## src/rtl/ring_arbiter_4.sv

```systemverilog
// Four-way round-robin arbiter with a one-hot ring token and registered grants.
// Define ARB_TIMEOUT_EN to enable forced release after TIMEOUT grant cycles.
module ring_arbiter_4 #(
  parameter int unsigned TIMEOUT = 15
) (
  input  logic       clk,
  input  logic       rst,
  input  logic [3:0] req,
  input  logic       done,
  output logic [3:0] gnt,
  output logic [3:0] token,
  output logic       busy,
  output logic       timeout_o
);

  typedef enum logic {IDLE, GRANT} state_t;

  if (TIMEOUT < 2 || TIMEOUT > 255) begin : g_timeout_range
    $error("ring_arbiter_4: TIMEOUT must lie in 2..255");
  end

  state_t     state_q, state_nxt;
  logic [3:0] token_q, token_nxt;
  logic [3:0] gnt_q, gnt_nxt;
  logic [1:0] winner_q, winner_nxt;
  logic [1:0] tok_idx;
  logic [1:0] pick;
  logic [1:0] idx;
  logic       found;
  logic       rel_normal;
  logic       rel_any;

`ifdef ARB_TIMEOUT_EN
  localparam logic [7:0] HOLD_LAST = 8'(TIMEOUT - 1);
  logic [7:0] cnt_q, cnt_nxt;
  logic       timeout_q, timeout_nxt;
`endif

  // State register
  always_ff @(posedge clk or negedge rst) begin
    if (!rst) begin
      state_q   <= IDLE;
      token_q   <= 4'b0001;
      gnt_q     <= '0;
      winner_q  <= '0;
`ifdef ARB_TIMEOUT_EN
      cnt_q     <= '0;
      timeout_q <= 1'b0;
`endif
    end else begin
      state_q   <= state_nxt;
      token_q   <= token_nxt;
      gnt_q     <= gnt_nxt;
      winner_q  <= winner_nxt;
`ifdef ARB_TIMEOUT_EN
      cnt_q     <= cnt_nxt;
      timeout_q <= timeout_nxt;
`endif
    end
  end

  // Cyclic scan for the first request at or after the token position
  always_comb begin
    case (token_q)
      4'b0010: tok_idx = 2'd1;
      4'b0100: tok_idx = 2'd2;
      4'b1000: tok_idx = 2'd3;
      default: tok_idx = 2'd0;
    endcase
    pick  = tok_idx;
    found = 1'b0;
    idx   = '0;
    for (int unsigned i = 0; i < 4; i++) begin
      idx = 2'(tok_idx + 2'(i));
      if (!found && req[idx]) begin
        pick  = idx;
        found = 1'b1;
      end
    end
  end

  // Next-state logic
  always_comb begin
    state_nxt   = state_q;
    token_nxt   = token_q;
    gnt_nxt     = gnt_q;
    winner_nxt  = winner_q;
    rel_normal  = 1'b0;
    rel_any     = 1'b0;
`ifdef ARB_TIMEOUT_EN
    cnt_nxt     = cnt_q;
    timeout_nxt = 1'b0;
`endif
    case (state_q)
      IDLE: begin
        if (req != '0) begin
          state_nxt  = GRANT;
          winner_nxt = pick;
          gnt_nxt    = 4'b0001 << pick;
`ifdef ARB_TIMEOUT_EN
          cnt_nxt    = '0;
`endif
        end
      end
      GRANT: begin
        rel_normal = done || !req[winner_q];
        rel_any    = rel_normal;
`ifdef ARB_TIMEOUT_EN
        // A normal release wins over a coincident timeout
        if (!rel_normal) begin
          if (cnt_q == HOLD_LAST) begin
            rel_any     = 1'b1;
            timeout_nxt = 1'b1;
          end else begin
            cnt_nxt = cnt_q + 8'd1;
          end
        end
`endif
        if (rel_any) begin
          state_nxt = IDLE;
          gnt_nxt   = '0;
          token_nxt = 4'b0001 << 2'(winner_q + 2'd1);
        end
      end
      default: state_nxt = IDLE;
    endcase
  end

  // Outputs
  always_comb begin
    gnt   = gnt_q;
    token = token_q;
    busy  = (state_q == GRANT);
`ifdef ARB_TIMEOUT_EN
    timeout_o = timeout_q;
`else
    timeout_o = 1'b0;
`endif
  end

endmodule

```

## config.mk

```make
export PLATFORM = sky130hd
export DESIGN_NAME = ring_arbiter_4
export DESIGN_NICKNAME = d
export VERILOG_FILES = /design/src/rtl/ring_arbiter_4.sv
export SDC_FILE = /design/constraint.sdc
export NUM_CORES = 1
export LEC_CHECK = 0
export CAP_MARGIN = 20
export CELL_PAD_IN_SITES_DETAIL_PLACEMENT = 0
export CELL_PAD_IN_SITES_GLOBAL_PLACEMENT = 1
export CORE_MARGIN = 1.5
export CORE_UTILIZATION = 36
export CTS_CLUSTER_SIZE = 30
export DETAILED_ROUTE_END_ITERATION = 7
export PLACE_DENSITY_LB_ADDON = 0.1
export SYNTH_ARGS = -nofsm -noshare
export SYNTH_HDL_FRONTEND = slang
export SYNTH_SLANG_ARGS = --single-unit
```

## constraint.sdc

```tcl
create_clock -name clk -period 2.1 [get_ports clk]
set_input_delay 0.315 -clock clk [delete_from_list [all_inputs] [get_ports clk]]
set_output_delay 0.315 -clock clk [all_outputs]
set_load 0.005 [all_outputs]
```

======== Word-level counts from Yosys, hierarchy flattened ========
Index checks and enable logic that the tools add are counted.
operators by class
  $add $sub $neg .......................... 4
  $lt $le $gt $ge ......................... 5
  equality and inequality tests ........... 5
  shift-type cells ........................ 2
  multiplexer cells ....................... 23
  bitwise gates (word level) .............. 1
  reduce and logical (&&, ||, !) cells .... 12
operator list
  cell                                                                     count
  2-bit by 3-bit < comparator with 1-bit output, second input constant     5
  1-bit binary-select mux with 2-bit select                                5
  1-bit two-way mux                                                        10
  4-bit two-way mux                                                        2
  4-bit case mux with 2 select lines                                       1
  1-bit by 2-bit left shift with 4-bit output, first input constant        2
  2-bit two-way mux                                                        3
  2-bit case mux with 3 select lines                                       1
  2-bit AND reduction                                                      3
  2-bit by 1-bit adder with 2-bit output, second input constant            2
  2-bit adder, second input constant                                       2
  4-bit by 2-bit equality test with 1-bit output, second input constant    1
  4-bit by 3-bit equality test with 1-bit output, second input constant    1
  4-bit equality test, second input constant                               1
  1-bit zero test                                                          4
  4-bit nonzero test                                                       1
  1-bit logical AND                                                        3
  2-bit by 1-bit inequality test with 1-bit output, second input constant  1
  2-bit inequality test, second input constant                             1
  1-bit case mux with 2 select lines                                       1
  1-bit logical OR                                                         1
  1-bit inverter                                                           1
storage, ports and cells
  bits in registers ....................... 11
  bits of input ports ..................... 7
  output and inout port bits .............. 10
  logic and storage cells ................. 56

======== Longest topological paths before layout ========
Gate-level depths: netlist of run 1.
  depth after elaboration ................. 17
  gate-level depth with buffers ........... 7
  mapped depth without buffers ............ 6

======== Least setup slack after synthesis of run 1 ========
No wires, ideal clock.
  kind .................................... reg-to-reg
  start point ............................. reg token_q[1] (netlist: token[1])
  end point ............................... reg gnt_q[1] (netlist: gnt[1])
  setup time .............................. 121 ps
  arrival time ............................ 1,730 ps
  required time ........................... 1,979 ps
  path slack .............................. 249 ps
  stages on the path, launching flop included .. 8
  buffers on the path ..................... 1
  clock period less this slack ............ 1,851 ps
  cells stage by stage .................... dfrtp_1 > buf_6 > xnor2_1 > or3_4 > mux2_4 > o31ai_4 > a21boi_1 > a22o_1
between the ends
  word-level cells in the longest chain between the ends .. 17
  elaborated cells between the ends (all ways) .. 30
RTL lines
  element                                                                                          line  RTL
  start: declaration                                                                               23    logic [3:0] token_q, token_nxt;
  start signal: assignment                                                                         52    token_q <= token_nxt;
  4-bit equality test, or another cell as far along                                                64    case (token_q)
  2-bit case mux with 3 select lines *                                                             64
  parallel branches: the longest is 11 deep, another holds 2-bit by 1-bit adder with 2-bit output  -
  2-bit two-way mux *                                                                              75    if (!found && req[idx]) begin
  1-bit by 2-bit left shift with 4-bit output *                                                    99    gnt_nxt = 4'b0001 << pick;
  4-bit two-way mux *                                                                              96    if (req != '0) begin
  4-bit case mux with 2 select lines *                                                             94    case (state_q)
  end signal: assignment                                                                           53    gnt_q <= gnt_nxt;
  end: declaration                                                                                 24    logic [3:0] gnt_q, gnt_nxt;
Mark *: on every way between the ends. The select of a mux whose other input is x is not followed.
A chain may end at the register's enable or synchronous reset.

======== Final worst setup path of run 1 ========
  start point ............................. reg token_q[1] (netlist: token[1])
  end point ............................... reg gnt_q[0] (netlist: gnt[0])
The elaborated chain is that of the path after synthesis.

==> metrics.md, run 1 <==
| Metric | Value |
|---|---|
| Synth cell types | `39` |
| Post-CTS resize count | `0` |
| Worst-path clk slew | `0.07 ns` |
| Setup WS pre-CTS | `-0.0189 ns` |
| Period minus WS final | `approximately 2 ns` |
| Final GP Congestion | `about 0.75` |
| Number of buffers created by CTS | `3` |
| CTS Root Cell | `clkbuf_4` |
| Final Non-Filler Cells | `~130` |
| Worst Skew | `0.00497 ns` |
| Peak supply drop | `0.000804 V` |
| Layout cells sized above 1 | `24.8%` |
| Commonest non-fill, non-tap cell in the layout | `clkdlybuf4s50_1` |
| Reg2reg start | `token[1]` |
| Fraction of synthesis flops using an asynchronous set or reset pin | `100%` |
| Worst setup EP type | `register` |
| Drt via density | `around 5.1` |
| Worst Path Arrival | `2.13 ns` |
| PD cells | `1570 nW/µm²` |
| Max-Cap Viols | `0` |
| Mapped Avg Cell Area | `9.21 µm²` |
| Fmax | `between 500 and 600 MHz` |
| Port bufs | `15` |
| Status | `finished, final reports clean` |
| CP max FO | `10` |
| Reg2reg end | `gnt[0]` |
| Final hold violations | `0` |
| Top Ports | `17` |
| Actual slew at the worst max-slew pin | `0.497 ns` |
| R2r worst-path depth | `6` |
| Post-CTS Setup Inserts | `0` |
| Row cnt | `16` |
| Syn Std Cell Area | `746 µm²` |
| Largest net degree at the start of global routing | `12` |
| Hold WC Path Type | `in -> async` |
| Leak | `around 0.43 nW` |
| Met3 routed WL | `between 80 and 90 µm` |
| Clk_lat worst skew | `0.27 ns` |
| Cts hold-fix bufs | `0` |
| Routed wl met2 | `around 840 µm` |
| DP HPWL | `1.36 mm` |
| Placed Area | `slightly below 1000 µm²` |
| Setup ws final | `0.125 ns` |
| Starting Density | `38.0%` |
| Initial DRC count | `16` |
| Initial antenna violation count | `0` |
| Clock sinks | `11` |
| Antenna Violating Nets Remaining | `0` |
| R2r setup slk | `0.13 ns` |
| Vias in the first global route | `636` |
| Tcrit/Tclk final | `94.0%` |
| N_diodes | `0` |
| Drt wl/cell | `approximately 14 µm` |
| Die Width | `48.5 µm` |
| Fin Setup TNS | `0 ns` |
| Max layer used | `met4` |
| All-layer global routing usage | `16.9%` |
| CP required | `2.25 ns` |
| Die Y | `~49 µm` |
| DIE AREA | `2350 µm²` |
| Setup-failing EPs final | `0` |
| Kind of critical path | `reg -> reg` |
| First-pass GRT wire length | `roughly 3.0 mm` |
| #FFs+latches synth | `11` |
| Sequential fraction of the synthesis area | `37.1%` |
| CTS Buffer Depth | `2` |
| Total Wirelength | `1.84 mm` |
| Main synth FF type | `dfrtp_1` |
| DR pass1 iterations | `4` |
| Remaining Overflow, GRT | `0` |
| Final Cell Area | `1000 µm²` |
| Post-synth EDFFs | `0` |
| Mapped Nets | `just under 90` |
| DR vias | `672` |
| Synth Instances | `81` |
| RSZ-0062 raised after global routing | `no` |
| WL met1 | `around 910 µm` |
| Startpoint types | `register` |
| Inst Count DP | `around 130` |
| Synth warn | `0` |
| Area grow syn2layout | `34.6%` |
| Final net count | `113` |
| Drt drc | `0` |
| Core Region | `1960 µm²` |
| CTS tree | `built` |
| Worst rel slew slack | `66.8%` |
| Max-slew violation count | `0` |
| Htree depth | `1` |
| Most frequent cells in the layout | `clkdlybuf4s50_1 (15), nor2_1 (11), dfrtp_1 (10), buf_4 (10), inv_1 (6)` |
## Yosys cell counts (2+ instances only)
library cell,count,share of area [%]
o21ai_1,2,1.3
nor2_1,11,5.5
a21oi_1,5,3.4
mux2_2,2,3.0
buf_6,2,3.0
nand2_1,3,1.5
a211oi_1,2,2.0
o21ai_0,4,2.7
inv_1,6,3.0
a22o_1,2,2.3
nor2b_1,2,1.7
dfrtp_1,10,34
nand3b_1,2,2.0
nand3_1,3,2.0
## where the power goes
| group | switching, mW | leakage, nW | internal, mW | total [mW] |
|---|---|---|---|---|
| combinational | 0.410 | 0.282 | 0.560 | 0.970 |
| clock | 0.0688 | 0.0150 | 0.0736 | 0.142 |
| sequential | 0.152 | 0.138 | 0.314 | 0.466 |
| total | 0.631 | 0.434 | 0.947 | 1.58 |
## layer usage
| metal | global-route usage [%] | vias to the layer above |
|---|---|---|
| met5 | 0 | - |
| met4 | 2.86 | 0 |
| met3 | 6.17 | 2 |
| met2 | 26.4 | 18 |
| met1 | 23.0 | 319 |
| li1 | - | 333 |
## worst max-delay path, cell delays in order, from the launching register on
cell and delay, ns:
dfrtp_1 0.49, xnor2_1 0.17, or3_4 0.37, mux2_4 0.32, o31ai_4 0.19, a21boi_1 0.12, a22o_1 0.20
## worst max path at each step
stage,to,slack (ns),depth (start not counted),from
after detailed placement,token[3],-0.02,5,req[0]
after CTS,gnt[0],0.13,6,token[1]
final,gnt[0],0.13,6,token[1]
after floorplan,gnt[1],0.25,7,token[1]
after global placement,gnt[1],-0.02,7,req[2]
after global routing,gnt[0],0.02,6,token[1]
## registers in the layout, indices dropped and copies added, names as in the netlist
| register | count |
|---|---|
| gnt | 4 |
| busy | 1 |
| winner_q | 2 |
| token | 4 |
## area by class of cell
cell class                      count  area [µm²]
Clock buffer                        4        26.3
Multi-Input combinational cell     59         419
Timing Repair Buffer               25         225
Sequential cell                    11         277
Inverter                            6        22.5
Fill cell                         205         958
Tap cell                           27        33.8
## stage by stage
| step | hold slack, ns | power (mW) | util, % |
|---|---|---|---|
| floorplan | 0.0194 | 1.04 | - |
| global placement | 0.491 | 1.42 | 49.2 |
| detailed placement | 0.496 | 1.41 | 49.2 |
| CTS | 0.386 | 1.56 | 50.6 |
| global route | 0.404 | 1.72 | 51.1 |
| finish | 0.377 | 1.58 | 51.1 |
## cell families after synthesis
logic type | after synthesis | share of synthesized area [%]
adders and majority gates | 1 | 1.51
other | 1 | 0.503
muxes | 5 | 9.40
DFF | 11 | 37.1
buffers and inverters | 11 | 8.22
xor gates and xnor gates | 1 | 1.17
AOI/OAI and AO/OA | 23 | 22.5
and+or+nand+nor | 28 | 19.6
Note: power is estimated with default switching activity, not from simulation.
==> run 2, diff against run 1 <==
--- a/config.mk
+++ b/config.mk
@@ -10,8 +10,10 @@
 export CELL_PAD_IN_SITES_GLOBAL_PLACEMENT = 1
 export CORE_MARGIN = 1.5
 export CORE_UTILIZATION = 36
+export CTS_CLUSTER_DIAMETER = 40
 export CTS_CLUSTER_SIZE = 30
 export DETAILED_ROUTE_END_ITERATION = 7
+export HOLD_SLACK_MARGIN = 0.03
 export PLACE_DENSITY_LB_ADDON = 0.1
 export SYNTH_ARGS = -nofsm -noshare
 export SYNTH_HDL_FRONTEND = slang
==> results of run 2 <==
Final layout, timing and power as in run 1 (identical DEF).
